File: config.mk
export PLATFORM = sky130hd
export DESIGN_NAME = apbm_swc_dec_flat
export DESIGN_NICKNAME = d
export VERILOG_FILES = /design/src/rtl/apb_swc_pkg.sv /design/src/rtl/apbm_swc_dec_if.sv /design/src/rtl/apbm_addr_dec.sv /design/src/rtl/apbm_swc_dec.sv /design/src/flat_wrapper.sv
export SDC_FILE = /design/constraint.sdc
export NUM_CORES = 1
export LEC_CHECK = 0
export ABC_AREA = 1
export CAP_MARGIN = 20
export CORE_MARGIN = 2
export CORE_UTILIZATION = 33
export CTS_CLUSTER_SIZE = 25
export DETAILED_ROUTE_END_ITERATION = 8
export PLACE_DENSITY = 0.86
export RECOVER_POWER = 50
export SLEW_MARGIN = 40
export SYNTH_ARGS = -nofsm -noshare
export SYNTH_HDL_FRONTEND = slang
export SYNTH_SLANG_ARGS = --single-unit
File: constraint.sdc
create_clock -name pclk -period 1.6 [get_ports pclk]
set_input_delay 0.32 -clock pclk [delete_from_list [all_inputs] [get_ports pclk]]
set_output_delay 0.32 -clock pclk [all_outputs]
set_load 0.01 [all_outputs]
File: src/rtl/apb_swc_pkg.sv
// Shared types for the multi-slave APB master bridge: FSM states, completion codes
// and a constant-evaluable clog2.
package apb_swc_pkg;

   typedef enum logic [1:0] {
      IDLE,
      SETUP,
      ACCESS,
      ERR
   } state_e;

   typedef enum logic [1:0] {
      RESP_OKAY    = 2'b00,
      RESP_SLVERR  = 2'b01,
      RESP_DECERR  = 2'b10,
      RESP_TIMEOUT = 2'b11
   } resp_e;

   function automatic int clog2(input int n);
      int r;
      r = 0;
      while ((1 << r) < n) r++;
      return r;
   endfunction

endpackage

File: src/rtl/apbm_swc_dec_if.sv
// Bus bundle of the bridge: APB side towards the slaves plus the write/read FIFO side.
interface apbm_swc_dec_if
   import apb_swc_pkg::*;
#(
   parameter int ADDR_W = 32,
   parameter int DATA_W = 32,
   parameter int PD_NUM = 3
);
   logic [ADDR_W-1:0]        paddr;
   logic [PD_NUM-1:0]        psel;
   logic                     penable;
   logic                     pwrite;
   logic [DATA_W-1:0]        pwdata;
   logic [DATA_W/8-1:0]      pstrb;
   logic [PD_NUM-1:0]        pready;
   logic [PD_NUM*DATA_W-1:0] prdata;
   logic [PD_NUM-1:0]        pslverr;
   logic                     wreq;
   logic [DATA_W-1:0]        wbuffdata;
   logic [ADDR_W-1:0]        wbuffaddr;
   logic [DATA_W/8-1:0]      wbuffstrb;
   logic                     wbuffread;
   logic                     rreq;
   logic [ADDR_W-1:0]        rbuffaddr;
   logic                     rbuffread;
   logic                     rbuffwrite;
   logic [DATA_W-1:0]        rbuffdata;
   logic                     done;
   resp_e                    resp;

   modport master (
      output paddr, psel, penable, pwrite, pwdata, pstrb,
      output wbuffread, rbuffread, rbuffwrite, rbuffdata, done, resp,
      input  pready, prdata, pslverr,
      input  wreq, wbuffdata, wbuffaddr, wbuffstrb, rreq, rbuffaddr
   );

   modport slave (
      input  paddr, psel, penable, pwrite, pwdata, pstrb,
      input  wbuffread, rbuffread, rbuffwrite, rbuffdata, done, resp,
      output pready, prdata, pslverr,
      output wreq, wbuffdata, wbuffaddr, wbuffstrb, rreq, rbuffaddr
   );

endinterface

File: src/rtl/apbm_addr_dec.sv
// Address decoder: maps an address onto one of PD_NUM slave windows; any address
// outside the populated windows (index too large or high bits set) is invalid.
module apbm_addr_dec
   import apb_swc_pkg::*;
#(
   parameter  int ADDR_W = 32,
   parameter  int PD_NUM = 3,
   parameter  int PD_AW  = 8,
   localparam int IDX_W  = (PD_NUM > 1) ? clog2(PD_NUM) : 1
)(
   input  logic [ADDR_W-1:0] addr_i,
   output logic              valid_o,
   output logic [IDX_W-1:0]  idx_o,
   output logic [PD_NUM-1:0] sel_o
);

   logic [ADDR_W-1:0] win;

   always_comb begin
      win     = addr_i >> PD_AW;
      idx_o   = win[IDX_W-1:0];
      valid_o = (32'(idx_o) < PD_NUM) && ((win >> IDX_W) == '0);
      sel_o   = '0;
      for (int i = 0; i < PD_NUM; i++) begin
         sel_o[i] = valid_o && (idx_o == IDX_W'(i));
      end
   end

endmodule

File: src/rtl/apbm_swc_dec.sv
// Round-robin APB master bridge: serves write-FIFO and read-FIFO requests onto
// PD_NUM decoded slaves, with decode-error and timeout completion codes.
module apbm_swc_dec
   import apb_swc_pkg::*;
#(
   parameter int ADDR_W  = 32,
   parameter int DATA_W  = 32,
   parameter int PD_NUM  = 3,
   parameter int PD_AW   = 8,
   parameter int TIMEOUT = 16
)(
   input  logic           pclk,
   input  logic           prst,
   apbm_swc_dec_if.master bus
);

   localparam int IDX_W  = (PD_NUM > 1) ? clog2(PD_NUM) : 1;
   localparam int STRB_W = DATA_W / 8;
   localparam int CNT_W  = (clog2(TIMEOUT + 1) > 0) ? clog2(TIMEOUT + 1) : 1;
   localparam logic [CNT_W-1:0] TO_LAST = CNT_W'((TIMEOUT == 0) ? 0 : TIMEOUT - 1);

   state_e              state_q, state_d;
   logic                last_wr_q, last_wr_d;
   logic [ADDR_W-1:0]   paddr_q, paddr_d;
   logic [DATA_W-1:0]   pwdata_q, pwdata_d;
   logic [STRB_W-1:0]   pstrb_q, pstrb_d;
   logic                pwrite_q, pwrite_d;
   logic [PD_NUM-1:0]   psel_q, psel_d;
   logic                penable_q, penable_d;
   logic [IDX_W-1:0]    idx_q, idx_d;
   logic [CNT_W-1:0]    cnt_q, cnt_d;
   logic                done_q, done_d;
   resp_e               resp_q, resp_d;
   logic                rbuffwrite_q, rbuffwrite_d;
   logic [DATA_W-1:0]   rbuffdata_q, rbuffdata_d;
   logic                wbuffread_q, wbuffread_d;
   logic                rbuffread_q, rbuffread_d;

   logic                req_any, grant_wr, dec_valid, launch, retire;
   logic [ADDR_W-1:0]   cand_addr;
   logic [IDX_W-1:0]    dec_idx;
   logic [PD_NUM-1:0]   dec_sel;
   logic                sl_ready, sl_err;
   logic [DATA_W-1:0]   sl_rdata;

   // On a tie the side that did not win last time gets the grant.
   assign req_any   = bus.wreq | bus.rreq;
   assign grant_wr  = bus.wreq & (~bus.rreq | ~last_wr_q);
   assign cand_addr = grant_wr ? bus.wbuffaddr : bus.rbuffaddr;

   apbm_addr_dec #(
      .ADDR_W (ADDR_W),
      .PD_NUM (PD_NUM),
      .PD_AW  (PD_AW)
   ) u_addr_dec (
      .addr_i  (cand_addr),
      .valid_o (dec_valid),
      .idx_o   (dec_idx),
      .sel_o   (dec_sel)
   );

   always_comb begin
      sl_ready = 1'b0;
      sl_err   = 1'b0;
      sl_rdata = '0;
      for (int i = 0; i < PD_NUM; i++) begin
         if (idx_q == IDX_W'(i)) begin
            sl_ready = bus.pready[i];
            sl_err   = bus.pslverr[i];
            sl_rdata = bus.prdata[i*DATA_W +: DATA_W];
         end
      end
   end

   // NOTE: every signal assigned here gets a default first, so no path can infer a latch.
   always_comb begin
      state_d      = state_q;
      last_wr_d    = last_wr_q;
      paddr_d      = paddr_q;
      pwdata_d     = pwdata_q;
      pstrb_d      = pstrb_q;
      pwrite_d     = pwrite_q;
      psel_d       = psel_q;
      penable_d    = penable_q;
      idx_d        = idx_q;
      cnt_d        = cnt_q;
      done_d       = 1'b0;
      resp_d       = RESP_OKAY;
      rbuffwrite_d = 1'b0;
      rbuffdata_d  = '0;
      wbuffread_d  = 1'b0;
      rbuffread_d  = 1'b0;
      launch       = 1'b0;
      retire       = 1'b0;

      unique case (state_q)
         IDLE: launch = req_any;
         SETUP: begin
            state_d   = ACCESS;
            penable_d = 1'b1;
            cnt_d     = '0;
         end
         ACCESS: begin
            if (sl_ready) begin
               done_d       = 1'b1;
               resp_d       = sl_err ? RESP_SLVERR : RESP_OKAY;
               rbuffwrite_d = ~pwrite_q;
               rbuffdata_d  = pwrite_q ? '0 : sl_rdata;
               retire       = 1'b1;
               launch       = req_any;
            end else if (TIMEOUT != 0 && cnt_q == TO_LAST) begin
               done_d       = 1'b1;
               resp_d       = RESP_TIMEOUT;
               rbuffwrite_d = ~pwrite_q;
               retire       = 1'b1;
            end else if (TIMEOUT != 0) begin
               cnt_d = cnt_q + CNT_W'(1);
            end
         end
         ERR: begin
            done_d       = 1'b1;
            resp_d       = RESP_DECERR;
            rbuffwrite_d = ~pwrite_q;
            retire       = 1'b1;
         end
         default: state_d = IDLE;
      endcase

      if (retire) begin
         state_d   = IDLE;
         psel_d    = '0;
         penable_d = 1'b0;
         paddr_d   = '0;
         pwdata_d  = '0;
         pstrb_d   = '0;
         pwrite_d  = 1'b0;
      end

      // A new grant overrides the retire clear, giving back-to-back transfers.
      if (launch) begin
         last_wr_d   = grant_wr;
         pwrite_d    = grant_wr;
         paddr_d     = cand_addr;
         pwdata_d    = grant_wr ? bus.wbuffdata : '0;
         pstrb_d     = grant_wr ? bus.wbuffstrb : '0;
         idx_d       = dec_idx;
         penable_d   = 1'b0;
         wbuffread_d = grant_wr;
         rbuffread_d = ~grant_wr;
         state_d     = dec_valid ? SETUP : ERR;
         psel_d      = dec_sel;
      end
   end

   // NOTE: sequential state uses non-blocking assignments so all registers update together.
   always_ff @(posedge pclk) begin
      if (prst) begin
         state_q      <= IDLE;
         last_wr_q    <= 1'b0;
         paddr_q      <= '0;
         pwdata_q     <= '0;
         pstrb_q      <= '0;
         pwrite_q     <= 1'b0;
         psel_q       <= '0;
         penable_q    <= 1'b0;
         idx_q        <= '0;
         cnt_q        <= '0;
         done_q       <= 1'b0;
         resp_q       <= RESP_OKAY;
         rbuffwrite_q <= 1'b0;
         rbuffdata_q  <= '0;
         wbuffread_q  <= 1'b0;
         rbuffread_q  <= 1'b0;
      end else begin
         state_q      <= state_d;
         last_wr_q    <= last_wr_d;
         paddr_q      <= paddr_d;
         pwdata_q     <= pwdata_d;
         pstrb_q      <= pstrb_d;
         pwrite_q     <= pwrite_d;
         psel_q       <= psel_d;
         penable_q    <= penable_d;
         idx_q        <= idx_d;
         cnt_q        <= cnt_d;
         done_q       <= done_d;
         resp_q       <= resp_d;
         rbuffwrite_q <= rbuffwrite_d;
         rbuffdata_q  <= rbuffdata_d;
         wbuffread_q  <= wbuffread_d;
         rbuffread_q  <= rbuffread_d;
      end
   end

   assign bus.paddr      = paddr_q;
   assign bus.pwdata     = pwdata_q;
   assign bus.pstrb      = pstrb_q;
   assign bus.pwrite     = pwrite_q;
   assign bus.psel       = psel_q;
   assign bus.penable    = penable_q;
   assign bus.done       = done_q;
   assign bus.resp       = resp_q;
   assign bus.rbuffwrite = rbuffwrite_q;
   assign bus.rbuffdata  = rbuffdata_q;
   assign bus.wbuffread  = wbuffread_q;
   assign bus.rbuffread  = rbuffread_q;

endmodule

File: src/flat_wrapper.sv
// flat-port wrapper written by rule: the top's interface ports become plain ports
module apbm_swc_dec_flat import apb_swc_pkg::*;
#(
   parameter int ADDR_W  = 32,
   parameter int DATA_W  = 32,
   parameter int PD_NUM  = 3,
   parameter int PD_AW   = 8,
   parameter int TIMEOUT = 16
)
  (pclk, prst, bus_paddr, bus_psel, bus_penable, bus_pwrite, bus_pwdata, bus_pstrb, bus_wbuffread, bus_rbuffread, bus_rbuffwrite, bus_rbuffdata, bus_done, bus_resp, bus_pready, bus_prdata, bus_pslverr, bus_wreq, bus_wbuffdata, bus_wbuffaddr, bus_wbuffstrb, bus_rreq, bus_rbuffaddr);
  apbm_swc_dec_if #(.ADDR_W(ADDR_W), .DATA_W(DATA_W), .PD_NUM(PD_NUM)) bus_i ();
  input  logic pclk;
  input  logic prst;
  output wire logic [$bits(bus_i.paddr)-1:0] bus_paddr;
  output wire logic [$bits(bus_i.psel)-1:0] bus_psel;
  output wire logic [$bits(bus_i.penable)-1:0] bus_penable;
  output wire logic [$bits(bus_i.pwrite)-1:0] bus_pwrite;
  output wire logic [$bits(bus_i.pwdata)-1:0] bus_pwdata;
  output wire logic [$bits(bus_i.pstrb)-1:0] bus_pstrb;
  output wire logic [$bits(bus_i.wbuffread)-1:0] bus_wbuffread;
  output wire logic [$bits(bus_i.rbuffread)-1:0] bus_rbuffread;
  output wire logic [$bits(bus_i.rbuffwrite)-1:0] bus_rbuffwrite;
  output wire logic [$bits(bus_i.rbuffdata)-1:0] bus_rbuffdata;
  output wire logic [$bits(bus_i.done)-1:0] bus_done;
  output wire logic [$bits(bus_i.resp)-1:0] bus_resp;
  input wire logic [$bits(bus_i.pready)-1:0] bus_pready;
  input wire logic [$bits(bus_i.prdata)-1:0] bus_prdata;
  input wire logic [$bits(bus_i.pslverr)-1:0] bus_pslverr;
  input wire logic [$bits(bus_i.wreq)-1:0] bus_wreq;
  input wire logic [$bits(bus_i.wbuffdata)-1:0] bus_wbuffdata;
  input wire logic [$bits(bus_i.wbuffaddr)-1:0] bus_wbuffaddr;
  input wire logic [$bits(bus_i.wbuffstrb)-1:0] bus_wbuffstrb;
  input wire logic [$bits(bus_i.rreq)-1:0] bus_rreq;
  input wire logic [$bits(bus_i.rbuffaddr)-1:0] bus_rbuffaddr;
  assign bus_paddr = bus_i.paddr;
  assign bus_psel = bus_i.psel;
  assign bus_penable = bus_i.penable;
  assign bus_pwrite = bus_i.pwrite;
  assign bus_pwdata = bus_i.pwdata;
  assign bus_pstrb = bus_i.pstrb;
  assign bus_wbuffread = bus_i.wbuffread;
  assign bus_rbuffread = bus_i.rbuffread;
  assign bus_rbuffwrite = bus_i.rbuffwrite;
  assign bus_rbuffdata = bus_i.rbuffdata;
  assign bus_done = bus_i.done;
  assign bus_resp = bus_i.resp;
  assign bus_i.pready = bus_pready;
  assign bus_i.prdata = bus_prdata;
  assign bus_i.pslverr = bus_pslverr;
  assign bus_i.wreq = bus_wreq;
  assign bus_i.wbuffdata = bus_wbuffdata;
  assign bus_i.wbuffaddr = bus_wbuffaddr;
  assign bus_i.wbuffstrb = bus_wbuffstrb;
  assign bus_i.rreq = bus_rreq;
  assign bus_i.rbuffaddr = bus_rbuffaddr;
  apbm_swc_dec #(.ADDR_W(ADDR_W), .DATA_W(DATA_W), .PD_NUM(PD_NUM), .PD_AW(PD_AW), .TIMEOUT(TIMEOUT)) u_core (.pclk(pclk), .prst(prst), .bus(bus_i));
endmodule
# Yosys cells after proc, flatten, opt, wreduce, memory -nomap -nowiden
# Cells that the tools add are included.
# W data, S select, Z words.
dict set report totals {
  out_inout_bits 111
  input_bits 206
  memories 0
  ff_bits 121
  mem_bits_ro 0
  elab_cells 93
  latch_bits 0
  mem_bits_rw 0
}
dict set report classes {
  n_bitwise 10
  order_cmp 1
  eq_ne 10
  add_sub_neg 1
  n_reduce_logical 15
  div_mod_pow 0
  shifts 0
  multipliers 0
  mux 40
}
# op count
set op_table {}
lappend op_table {{$mux W32} 8}
lappend op_table {{$logic_not A32 Y1} 1}
lappend op_table {{$mux W1} 14}
lappend op_table {{$mux W2} 6}
lappend op_table {{$mux W4} 3}
lappend op_table {{$mux W5} 2}
lappend op_table {{$pmux W5 S2} 1}
lappend op_table {{$eq A2 B2 Y1 const B} 4}
lappend op_table {{$not A1 Y1} 7}
lappend op_table {{$eq A2 B1 Y1 const B} 3}
lappend op_table {{$logic_not A2 Y1} 3}
lappend op_table {{$mux W3} 2}
lappend op_table {{$pmux W1 S2} 3}
lappend op_table {{$add A5 B1 Y5 const B} 1}
lappend op_table {{$eq A5 B4 Y1 const B} 1}
lappend op_table {{$logic_and A1 B1 Y1} 4}
lappend op_table {{$ne A2 B2 Y1 const B} 2}
lappend op_table {{$pmux W2 S2} 1}
lappend op_table {{$reduce_bool A2 Y1} 2}
lappend op_table {{$reduce_or A4 Y1} 1}
lappend op_table {{$reduce_and A3 Y1} 1}
lappend op_table {{$reduce_bool A3 Y1} 1}
lappend op_table {{$reduce_or A3 Y1} 1}
lappend op_table {{$lt A2 B2 Y1 const B} 1}
lappend op_table {{other kinds (3)} 4}

# Logic depth before layout (Yosys ltp)
# Gate-level depths: netlist of the first run.
dict set report logic_depth {
  ltp_word 8
  depth_mapped 13
  ltp_nobuf 12
}

# By module
# A second synthesis of the first run with hierarchy kept.
dict set report unflattened {
  cells_unflattened 725
  hier_area_um2 5071.1
}
# mod area_per_inst_um2 cells_per_inst instances seq_area_each_um2
set modules_own_cells {}
lappend modules_own_cells {apbm_swc_dec 4923.5 692 1 2422.3}
lappend modules_own_cells {apbm_addr_dec 147.6 33 1 0.0}

# Worst setup path before layout of the first run
# Ideal clock, no wire load.
dict set report synth_timing {
  kind {reg2reg}
  start {register u_core.cnt_q[0]}
  end {register u_core.pstrb_q[1], in the netlist u_core.bus.pstrb[1]}
  n_path_buf 2
  setup_time_ns 0.060
  arrival_ns 1.666
  path_stages_with_launch 14
  synth_period_minus_slack_ns 1.726
  required_ns 1.540
  setup_slack_ns -0.126
  cell_sequence {dfxtp_1 ha_1 nand2_1 nor2_1 ha_1 nor2_2 nand2_1 nand2_1 nand2_2 nor2_4 buf_6 buf_6 nand2_1 nand2_1}
}
dict set report synth_between {
  elab_chain_cells 5
}
# item line
set synth_lines {}
lappend synth_lines {{start, declared} apbm_swc_dec.sv:31} ;# logic [CNT_W-1:0] cnt_q, cnt_d;
lappend synth_lines {{start signal, assigned} apbm_swc_dec.sv:184} ;# cnt_q <= cnt_d;
lappend synth_lines {{$eq A5 B4 Y1} apbm_swc_dec.sv:111} ;# end else if (TIMEOUT != 0 && cnt_q == TO_LAST) begin
lappend synth_lines {{$mux W1} apbm_swc_dec.sv:111}
lappend synth_lines {{$mux W1} apbm_swc_dec.sv:104} ;# if (sl_ready) begin
lappend synth_lines {{$pmux W1 S2} apbm_swc_dec.sv:96} ;# unique case (state_q)
lappend synth_lines {{$reduce_bool A2 Y1 (no line)} -}
lappend synth_lines {{end signal, assigned} apbm_swc_dec.sv:179} ;# pstrb_q <= pstrb_d;
lappend synth_lines {{end, declared} apbm_swc_dec.sv:26} ;# logic [STRB_W-1:0] pstrb_q, pstrb_d;
# Every way passes these cells.
# A chain may end at the register's enable or synchronous reset.

# Worst setup path after layout of the first run
dict set report layout_timing {
  start {register u_core.cnt_q[1]}
  end {register u_core.paddr_q[4], in the netlist u_core.bus.paddr[4]}
}
dict set report layout_between {
  elab_chain_cells 5
}
# item line
set layout_lines {}
lappend layout_lines {{$eq A5 B4 Y1} apbm_swc_dec.sv:111}
lappend layout_lines {{$mux W1} apbm_swc_dec.sv:111}
lappend layout_lines {{$mux W1} apbm_swc_dec.sv:104}
lappend layout_lines {{$pmux W1 S2} apbm_swc_dec.sv:96}
lappend layout_lines {{$reduce_bool A2 Y1 (no line)} -}
lappend layout_lines {{end signal, assigned} apbm_swc_dec.sv:177} ;# paddr_q <= paddr_d;
lappend layout_lines {{end, declared} apbm_swc_dec.sv:24} ;# logic [ADDR_W-1:0] paddr_q, paddr_d;
# Every way passes these cells.

==> metrics.txt, run 1 <==
status finished, violations left; failing checks setup timing; Slowest Stage Delay on Critical Path approximately 0.33 ns; #FFs+latches synth roughly 120; Congestion Overflow GR 0; cell with the most instances after synthesis nand2_1; Synth top area share between 40% and 50%; Slew Limit Fails 0; io pins 317; Worst Max-Slew Pin Slew around 0.38 ns; Tcrit/Tclk final 112%; Port Buf Inserts around 320; Post-Syn Area per Cell 7.03 µm²; first-pass GRT wire length between 20,000 and 30,000 µm; Slew HR between 70% and 80%; standby leakage power around 0.0049 µW; Crit Path Max Fanout 8; H-tree depth 4; post-synthesis simple-gate area fraction a little under two fifths; Synth area leader dfxtp_1; worst slack at placement -0.553 ns; vias in the first global route 5,818; clock root buffer clkbuf_16; Die ar. approximately 16,000 µm²; final cell count without fillers roughly 1,300; Max Fclk approximately 0.56 GHz; worst r2r path cells 13; initial antenna violation count 1; Synth Cell Area between 4000 and 5000 µm²; Top cell by count, worst path nand2_4; main combinational cell family by area after synthesis simple AND/OR/NAND/NOR gates; total number of vias slightly above 6,000; HPWL after DPL approximately 15,000 µm; Final Hold Violating Endpoints 0; CTS tree built; critical path required time slightly below 2 ns; Post-Syn Nets ~920; XOR/XNOR share of the synthesized area 0%; ys async rst share 0%; Crit Path Class reg2reg; total wire length 20,400 µm; Tot Pwr between 10,000 and 15,000 µW; area of the core roughly 15,000 µm²; DR iter-0 viols ~350; Routability Congestion 0.860; layout cells sized above 1 between 10% and 20%; Die Ht roughly 130 µm; CTS Sinks 121; Worst R2R End u_core.bus.paddr[4]; dpl cells about 1,200; WHS Path Cells 3; setup slack after layout -0.197 ns; Fillers roughly 1,200; CTS Buf Count 17; Slowest-stage cell, CP dfxtp_2; RSZ-0062 raised after global routing true; Layout Area Growth over Synthesis 99.6%; CP startpoint kind flip-flop; worst skew pair latency approximately 0.42 ns; Vias/cell between 4 and 5; Hold WS between 0.4 and 0.5 ns; Hold Path Class in2reg; antenna-violating nets left 0; post-synthesis compound-gate area fraction under 10%; EDFF count, synth 0; largest net degree at the start of global routing 35; drt first pass iters 5; Hold Path End u_core.bus.pwdata[30]; r2r setup slk -0.20 ns; FP Rows 44; setup TNS -9.12 ns; Die X around 130 µm; Post-route DRC 0; main area contributors after synthesis dfxtp_1 (49%), nand2_1 (26%), nand3_1 (5.9%), a31oi_1 (4.0%), inv_1 (2.2%); nets 1,285; power per standard cell area about 1100 nW/µm²; # Max-Cap Violations 0; Worst-path clk slew about 0.050 ns; Final setup viols 78; Crit. End Element flip-flop; Tmin final between 1.5 and 2 ns; Syn Inst Count 707; peak supply drop 0.671 mV; clk_skew ~0.012 ns; Bufs on Longest Clock Path 2; mux contribution to synthesized area 0%; initial core utilization 33.9%; critical path cell sequence ha_4 > nand2_4 > nor2_4 > ha_4 > nor2_4 > nand2_2 > nand2_4 > nand2_4 > nor2_4 > buf_12 > buf_12 > nand2_4 > o31ai_4; post-synthesis adder-cell area fraction less than 1%; sequential fraction of the synthesis area between 40% and 50%; GR Util All Layers a little under a quarter; Post-CTS Hold Buffers 0; synth unique cells 26; Arr. time, crit path roughly 2.1 ns; wire length per cell 16.0 µm; Synth Warn # 0; critical hold path startpoint bus_wbuffdata[30]; commonest cells in the synthesized netlist nand2_1 (344), dfxtp_1 (121), nand3_1 (59); Primary FF master, synth dfxtp_1; Crit Reg-Reg Startpoint u_core.cnt_q[1]
==> timing repair <==
| action | in CTS | in global routing |
|---|---|---|
| setup endpoints to repair | 169 | 107 |
| gates cloned | 3 | 5 |
| buffers inserted | 7 | 4 |
| gates resized for setup | 123 | 110 |
| pin swaps | 6 | 9 |
==> sequential cells by signal (all words and copies together) (netlist names) <==
name and cells:
u_core.bus.pwdata 32, u_core.idx_q 2, u_core.state_q 2, u_core.bus.done 1, u_core.bus.resp 2, u_core.bus.rbuffdata 32
u_core.bus.penable 1, u_core.bus.rbuffwrite 1, u_core.bus.pstrb 4, u_core.bus.psel 3, u_core.bus.pwrite 1, u_core.cnt_q 5
u_core.bus.rbuffread 1, u_core.last_wr_q 1, u_core.bus.paddr 32, u_core.bus.wbuffread 1
==> routing by layer <==
metal | routed length [µm] | GRT usage [%] | up-vias
met5 | 0 | 0 | -
met4 | 881 | 12.3 | 0
met3 | 1670 | 8.22 | 52
met2 | 10400 | 43.6 | 286
met1 | 7420 | 24.3 | 2736
li1 | - | - | 3007
==> critical path: cells and delay by family (launching register included) <==
kind / cells / cell delay (ns)
DFF: 1 / 0.33
buffers and inverters: 2 / 0.34
and+or+nand+nor: 8 / 0.66
AOI/OAI and AO/OA: 1 / 0.05
adders and majority gates: 2 / 0.33
==> cells by family after synthesis <==
family | count (synthesis)
buffers and inverters | 68
flip-flops | 121
AO/OA/AOI/OAI | 62
AND/OR/NAND/NOR | 454
adder cells (fa/ha/maj) | 2
==> cell usage in the layout (no fill, tap or decap), drive strengths merged, types with 6 or more instances in the layout <==
| master | n |
|---|---|
| nor2 | 35 |
| a31oi | 32 |
| o21ai | 11 |
| clkdlybuf4s50 | 210 |
| dfxtp | 121 |
| buf | 69 |
| nand3 | 61 |
| dlygate4sd2 | 96 |
| nand3b | 7 |
| clkbuf | 25 |
| inv | 29 |
| clkdlybuf4s25 | 9 |
| a21oi | 12 |
| bufinv | 6 |
| nand2 | 346 |
==> per-stage QoR <==
stage               cell area (µm²)  utilization (%)
floorplan                      4980                -
global placement               8670             59.2
detailed placement             8670             59.2
CTS                            9470             64.6
global route                   9920             67.7
finish                         9920             67.7
==> how the worst max path moves through the flow <==
| stage | startpoint | to | slack [ns] | cells after the start |
|---|---|---|---|---|
| 2_1_floorplan | u_core.cnt_q[1] | u_core.bus.pstrb[1] | -0.03 | 13 |
| 3_3_place_gp | bus_rreq | u_core.bus.psel[2] | -0.51 | 13 |
| 3_5_place_dp | bus_rreq | u_core.bus.psel[1] | -0.55 | 13 |
| 4_1_cts | u_core.cnt_q[1] | u_core.bus.paddr[30] | -0.12 | 13 |
| 5_1_grt | u_core.cnt_q[0] | u_core.bus.paddr[4] | -0.26 | 13 |
| 6_report | u_core.cnt_q[1] | u_core.bus.paddr[4] | -0.20 | 13 |
==> report_power, final <==
| part | leakage (µW) | total (µW) | switching (µW) | internal (µW) |
|---|---|---|---|---|
| Clock | 0.000326 | 4410 | 1360 | 3040 |
| Sequential | 0.000988 | 3420 | 161 | 3260 |
| Combinational | 0.00359 | 2630 | 1270 | 1360 |
==> final cells by class <==
class,instances,area (µm²),share of cell area [%]
repair buffers,388,3790,38.2
multi-input cells,518,2660,26.8
flip-flops and latches,121,2430,24.5
clock buffers,21,470,4.74
well taps,184,230,2.32
clock inverters,11,216,2.18
inverters,30,123,1.24
repair inverters,1,5.00,0.0505
diodes,1,2.50,0.0252
No activity file was read; power rests on OpenSTA's default activity.
==> inputs of run 2 (changes only) <==
--- a/config.mk
+++ b/config.mk
@@ -8,10 +8,11 @@
 export ABC_AREA = 1
 export CAP_MARGIN = 20
 export CORE_MARGIN = 2
-export CORE_UTILIZATION = 33
+export CORE_UTILIZATION = 34
+export CTS_BUF_LIST = sky130_fd_sc_hd__clkbuf_4
 export CTS_CLUSTER_SIZE = 25
 export DETAILED_ROUTE_END_ITERATION = 8
-export PLACE_DENSITY = 0.86
+export PLACE_DENSITY = 0.88
 export RECOVER_POWER = 50
 export SLEW_MARGIN = 40
 export SYNTH_ARGS = -nofsm -noshare
==> run 2 against run 1 <==
Net effect:
- the run still ends with setup timing left
- largest power group is now sequential cells
- power fell by 21%
- first-iteration DRC count fell by 32%
- die area fell by 2.9%
- utilization fell by 2.7 points
- combinational power fell by 3%
- via count rose by 1.0%
- critical path depth did not move
- wire length fell by 3.6%
- register-to-register slack improved by 0.06 ns
- cell count fell by 0.39%
- setup slack improved by 0.057 ns
==> metrics.txt, run 2 (same netlist as run 1, synthesis figures left out) <==
status finished, violations left; failing checks setup timing; RSZ-0062 raised after global routing true; Vias/cell 4.84 (+1.4%); clk_skew 0.0183 ns (+0.00615 ns); Sw Share 30.9% (+4.2 points); largest net degree at the start of global routing 46 (+31%); CTS Buf Count 17 (unchanged); Slew HR 73.0% (-1.9 points); Port Buf Inserts 316 (unchanged); Slew Limit Fails 0 (unchanged); Bufs on Longest Clock Path 2 (unchanged); standby leakage power 0.00461 µW (-6.0%); worst skew pair latency 0.53 ns (+0.11 ns); clock root buffer clkbuf_4; critical path required time 2.08 ns (+0.14 ns); CTS tree built; H-tree depth 4 (unchanged); Max Fclk 0.574 GHz (+3.2%); Die ar. 15,600 µm² (-2.9%); WHS Path Cells 3 (unchanged); Reg area 2440 µm² (+0.41%); Layout Area Growth over Synthesis 88.8%; Fillers 1,209 (+1.4%); Congestion Overflow GR 0 (unchanged); Die X 125 µm (-1.4%); FP Rows 44 (unchanged); # Max-Cap Violations 0 (unchanged); Tcrit/Tclk final 109% (-3.5 points); Logic pwr share 30.9% (+5.7 points); Final setup viols 71 (-9.0%); io pins 317 (unchanged); most common cell after layout, fill and taps aside nand2_1; Internal 5680 µW (-26%); Final Hold Violating Endpoints 0 (unchanged); Routability Congestion 0.930 (+8.2%); Layout Utilization 65.0% (-2.7 points); setup slack after layout -0.141 ns (+0.0565 ns); worst r2r path cells 13 (unchanged); drt first pass iters 6 (+1); DR iter-0 viols 237 (-32%); CP startpoint kind flip-flop; Crit Path Class reg2reg; Arr. time, crit path 2.22 ns (+0.08 ns); total number of vias 6,143 (+1.0%); initial core utilization 34.4% (+0.52 points); GR Util All Layers 22.9% (-1.0 points); CTS Sinks 121 (unchanged); Post-route DRC 0 (unchanged); layout cells sized above 1 16.1% (-2.0 points); Tmin final 1.74 ns (-0.0565 ns); Die Ht 125 µm (-1.4%); Hold Path Class in2reg; Worst-path clk slew 0.11 ns (+0.06 ns); initial antenna violation count 1 (unchanged); leading cell types in the layout, fill and taps excluded nand2_1 (317), clkdlybuf4s50_1 (205), dfxtp_1 (111); Crit Path Max Fanout 11 (+3); antenna-violating nets left 0 (unchanged); Crit. End Element flip-flop; nets 1,281 (-0.31%); final cell count without fillers 1,270 (-0.39%); dpl cells 1,224 (unchanged); area of the core 14,400 µm² (-1.5%); peak supply drop 0.477 mV (-29%); multi-input logic area 2530 µm² (-4.8%); power per standard cell area 875 nW/µm² (-17%); clock share of power 27.7% (-14 points); vias in the first global route 5,798 (-0.34%); Psw 2540 µW (-9.1%); Seq pwr share 41.4% (+8.7 points); Worst Max-Slew Pin Slew 0.405 ns (+0.0282 ns); first-pass GRT wire length 28,400 µm (-4.3%); wire length per cell 15.5 µm (-3.2%); total wire length 19,600 µm (-3.6%); HPWL after DPL 14,400 µm (-3.2%)
==> run 2: timing repair <==
action                                  in CTS  in global routing
gates resized for setup                    122                 85
pin swaps                                    7                 24
hold buffers                                 0                  0
endpoints found under the setup margin     182                 85
setup buffers                                3                  3
endpoints found under the hold margin        0                  0
cloned                                       1                  8
==> run 2: area by class of cell <==
cell class	instances	area share [%]
Sequential cell	121	26.0
Clock inverter	12	1.63
Tap cell	184	2.45
Timing Repair Buffer	385	40.1
Antenna cell	1	0.0267
Inverter	30	1.33
Clock buffer	19	1.52
Multi-Input combinational cell	518	27.0
==> run 2: critical path, stage by stage (launching register included) <==
cell and delay [ns]:
dfxtp_2 0.35, ha_4 0.16, nand2_4 0.07, nor2_4 0.04
ha_4 0.16, nor2_4 0.10, nand2_2 0.07, nand2_4 0.08
nand2_4 0.07, nor2_4 0.14, buf_12 0.16, clkbuf_16 0.16
nand2_1 0.05, nand3_1 0.07
==> run 2: routing by layer <==
metal  track usage [%]  share of wire, %  vias to the layer above
met2              40.8                50                      291
met4              13.7               4.9                        0
met3              7.65               8.7                       69
met5                 0                 0                        -
li1                  -                 -                     2996
met1              23.3                36                     2787
==> run 2: final timing paths <==
path / start / end / slack [ns]
max: u_core.cnt_q[1] / u_core.bus.paddr[2] / -0.14
min reg2reg: u_core.bus.paddr[16] / u_core.bus.paddr[16] / 0.45
max reg2reg: u_core.cnt_q[1] / u_core.bus.paddr[2] / -0.14
min: bus_wbuffdata[30] / u_core.bus.pwdata[30] / 0.32
==> run 2: power by group through the flow <==
stage	combinational [µW]	sequential, µW	clock [µW]
floorplan	808	3540	0
global placement	2310	3440	0
detailed placement	2340	3450	0
CTS	2280	3380	2330
global route	2730	3430	2460
finish	2540	3400	2270
==> run 2: per-stage QoR <==
step	total power [µW]	cell area [µm²]	hold slack [ns]	worst slack, ns	TNS (ns)
6_report	8210	9380	0.324	-0.141	-5.71
2_1_floorplan	4350	4980	0.418	-0.0263	-0.315
5_1_grt	8620	9380	0.316	-0.227	-14.37
3_3_place_gp	5750	8700	0.426	-0.387	-28.66
3_5_place_dp	5790	8700	0.431	-0.420	-31.99
4_1_cts	8000	8940	0.266	-0.106	-5.21
==> inputs of run 3 (changes only) <==
--- a/config.mk
+++ b/config.mk
@@ -7,7 +7,7 @@
 export LEC_CHECK = 0
 export ABC_AREA = 1
 export CAP_MARGIN = 20
-export CORE_MARGIN = 2
+export CORE_MARGIN = 8
 export CORE_UTILIZATION = 34
 export CTS_BUF_LIST = sky130_fd_sc_hd__clkbuf_4
 export CTS_CLUSTER_SIZE = 25
==> run 3 against run 2 <==
Net effect:
- the flow still finishes with violations (setup timing)
- utilization grew 0.17 points
- non-clock buffer count grew 15
- worst hold slack got worse by 0.028 ns
- sequential power barely moved
- register-to-register slack hardly changed
- clock skew rose by 0.0069 ns
- fmax fell by 0.22%
- cell count rose by 1.2%
- first-iteration DRC count is 29% higher
- combinational power grew 3%
- setup slack worse by 0.0038 ns
- power up 1.3%
- critical path type unchanged
==> metrics.txt, run 3 (same netlist as run 1, synthesis figures left out) <==
status finished, violations left; failing checks setup timing; Crit Path Class reg2reg; setup slack after layout -0.145 ns (-0.00376 ns); Hold WS 0.297 ns (-0.0277 ns); Final setup viols 73 (+2.8%); power per standard cell area 885 nW/µm² (+1.1%); CTS Sinks 121 (unchanged); Post-route DRC 0 (unchanged); total number of vias 6,172 (+0.47%); final cell count without fillers 1,285 (+1.2%); clk_skew 0.0252 ns (+0.00689 ns); Tmin final 1.74 ns (+0.00376 ns); Crit. End Element flip-flop; dpl cell area 8810 µm² (+1.2%); Bufs on Longest Clock Path 2 (unchanged); Worst-path clk slew 0.13 ns (+0.02 ns); Slew Limit Fails 0 (unchanged); total wire length 22,200 µm (+13%); leading cell types in the layout, fill and taps excluded nand2_1 (328), clkdlybuf4s50_1 (205), dfxtp_1 (114); DR iter-0 viols 306 (+29%); wire length per cell 17.2 µm (+11%); standby leakage power 0.00453 µW (-1.6%); # Max-Cap Violations 0 (unchanged); Slew HR 75.0% (+2.0 points); Worst Max-Slew Pin Slew 0.375 ns (-0.0302 ns); antenna-violating nets left 0 (unchanged); dpl cells 1,235 (+0.90%); largest net degree at the start of global routing 43 (-6.5%); initial core utilization 34.4% (unchanged); met1 Track Usage GR 21.3% (-1.9 points); Die X 137 µm (+9.6%); initial antenna violation count 0 (-1); Tcrit/Tclk final 109% (+0.24 points); Most Used Layer, Global Route met2; GR Layer Usage met3 9.51% (+1.9 points); Hold Path Class in2reg; CP startpoint kind flip-flop; clock root buffer clkbuf_4; Port Buf Inserts 316 (unchanged); area of the core 14,400 µm² (unchanged); critical path required time 2.10 ns (+0.02 ns); HPWL after DPL 17,200 µm (+20%); drt first pass iters 5 (-1); Arr. time, crit path 2.25 ns (+0.03 ns); Fillers 1,205 (-0.33%); peak supply drop 0.537 mV (+13%); vias in the first global route 6,187 (+6.7%); worst skew pair latency 0.56 ns (+0.03 ns); Vias/cell 4.80 (-0.70%); GR Util All Layers 21.8% (-1.1 points); Congestion Overflow GR 0 (unchanged); Routability Congestion 0.887 (-4.6%); Layout Area Growth over Synthesis 89.3%; Final Hold Violating Endpoints 0 (unchanged); grt met2 use 38.7% (-2.1 points); Max Fclk 0.573 GHz (-0.22%); layout cells sized above 1 15.4% (-0.69 points); CTS Buf Count 17 (unchanged); ant diodes 0 (-1); FP Rows 44 (unchanged); io pins 317 (unchanged); nets 1,296 (+1.2%); fin area 9410 µm² (+0.27%); Crit Path Max Fanout 9 (-2); CTS tree built; most common cell after layout, fill and taps aside nand2_1; Die Ht 137 µm (+9.6%); RSZ-0062 raised after global routing true; H-tree depth 4 (unchanged); Die ar. 18,700 µm² (+20%); first-pass GRT wire length 31,500 µm (+11%)
-- run 3: cell count changes in the layout (fill, tap and decap cells not counted), sizes merged --
cell / previous run / this run
dlygate4sd2: 109 / 93
clkbuf: 26 / 24
inv: 30 / 33
buf: 62 / 80
clkinv: 5 / 6
diode: 1 / 0
clkinvlp: 4 / 3
clkdlybuf4s15: 2 / 15
-- run 3: repair_timing --
action,CTS,global route
resized for setup,125,82
pin swaps,8,10
setup buffers,9,5
cloned,2,4
setup endpoints to repair,190,117
hold buffers,0,0
-- run 3: report_power, final --
group | switching [µW] | internal, µW | total, µW | leakage, µW
sequential | 137 | 3250 | 3390 | 0.000990
clock | 1240 | 1080 | 2320 | 0.000154
combinational | 1240 | 1370 | 2610 | 0.00339
-- run 3: worst paths after layout --
path / startpoint / end / slack [ns] / cells past startpoint
worst max-delay path: u_core.cnt_q[1] / u_core.bus.pwdata[25] / -0.14 / 13
worst min-delay path: bus_wbuffdata[31] / u_core.bus.pwdata[31] / 0.30 / 3
worst max register to register: u_core.cnt_q[1] / u_core.bus.pwdata[25] / -0.14 / 13
worst min register to register: u_core.bus.pstrb[1] / u_core.bus.pstrb[1] / 0.45 / 2
-- run 3: critical path, stage by stage, from the launching register on --
cell       delay (ns)
dfxtp_2          0.35
ha_4             0.17
nand2_4          0.06
nor2_4           0.04
ha_4             0.16
nor2_4           0.10
nand2_2          0.06
nand2_2          0.09
nand2_4          0.08
nor2_4           0.17
buf_6            0.16
clkbuf_16        0.16
nand2_1          0.05
nand2_1          0.05
-- run 3: cell type report --
cell class | count | area [µm²] | area share, %
Inverter | 30 | 120 | 1.28
Clock inverter | 15 | 174 | 1.85
Multi-Input combinational cell | 518 | 2430 | 25.8
Sequential cell | 121 | 2440 | 25.9
Timing Repair Buffer | 400 | 3890 | 41.4
Tap cell | 184 | 230 | 2.45
Clock buffer | 17 | 128 | 1.36
-- run 3: routing by layer --
layer / vias up / wire length [µm]
li1: 3027 / -
met1: 2819 / 7760
met2: 282 / 11200
met3: 44 / 2370
met4: 0 / 833
met5: - / 0
-- run 3: per-stage QoR --
step | total power (µW) | TNS [ns] | setup WS, ns | utilization (%)
finish | 8320 | -5.60 | -0.145 | 65.2
global route | 8730 | -12.79 | -0.223 | 65.2
CTS | 8160 | -6.33 | -0.142 | 63.2
detailed placement | 5880 | -32.77 | -0.474 | 61.1
global placement | 5820 | -29.34 | -0.403 | 61.1
floorplan | 4350 | -0.315 | -0.0263 | -
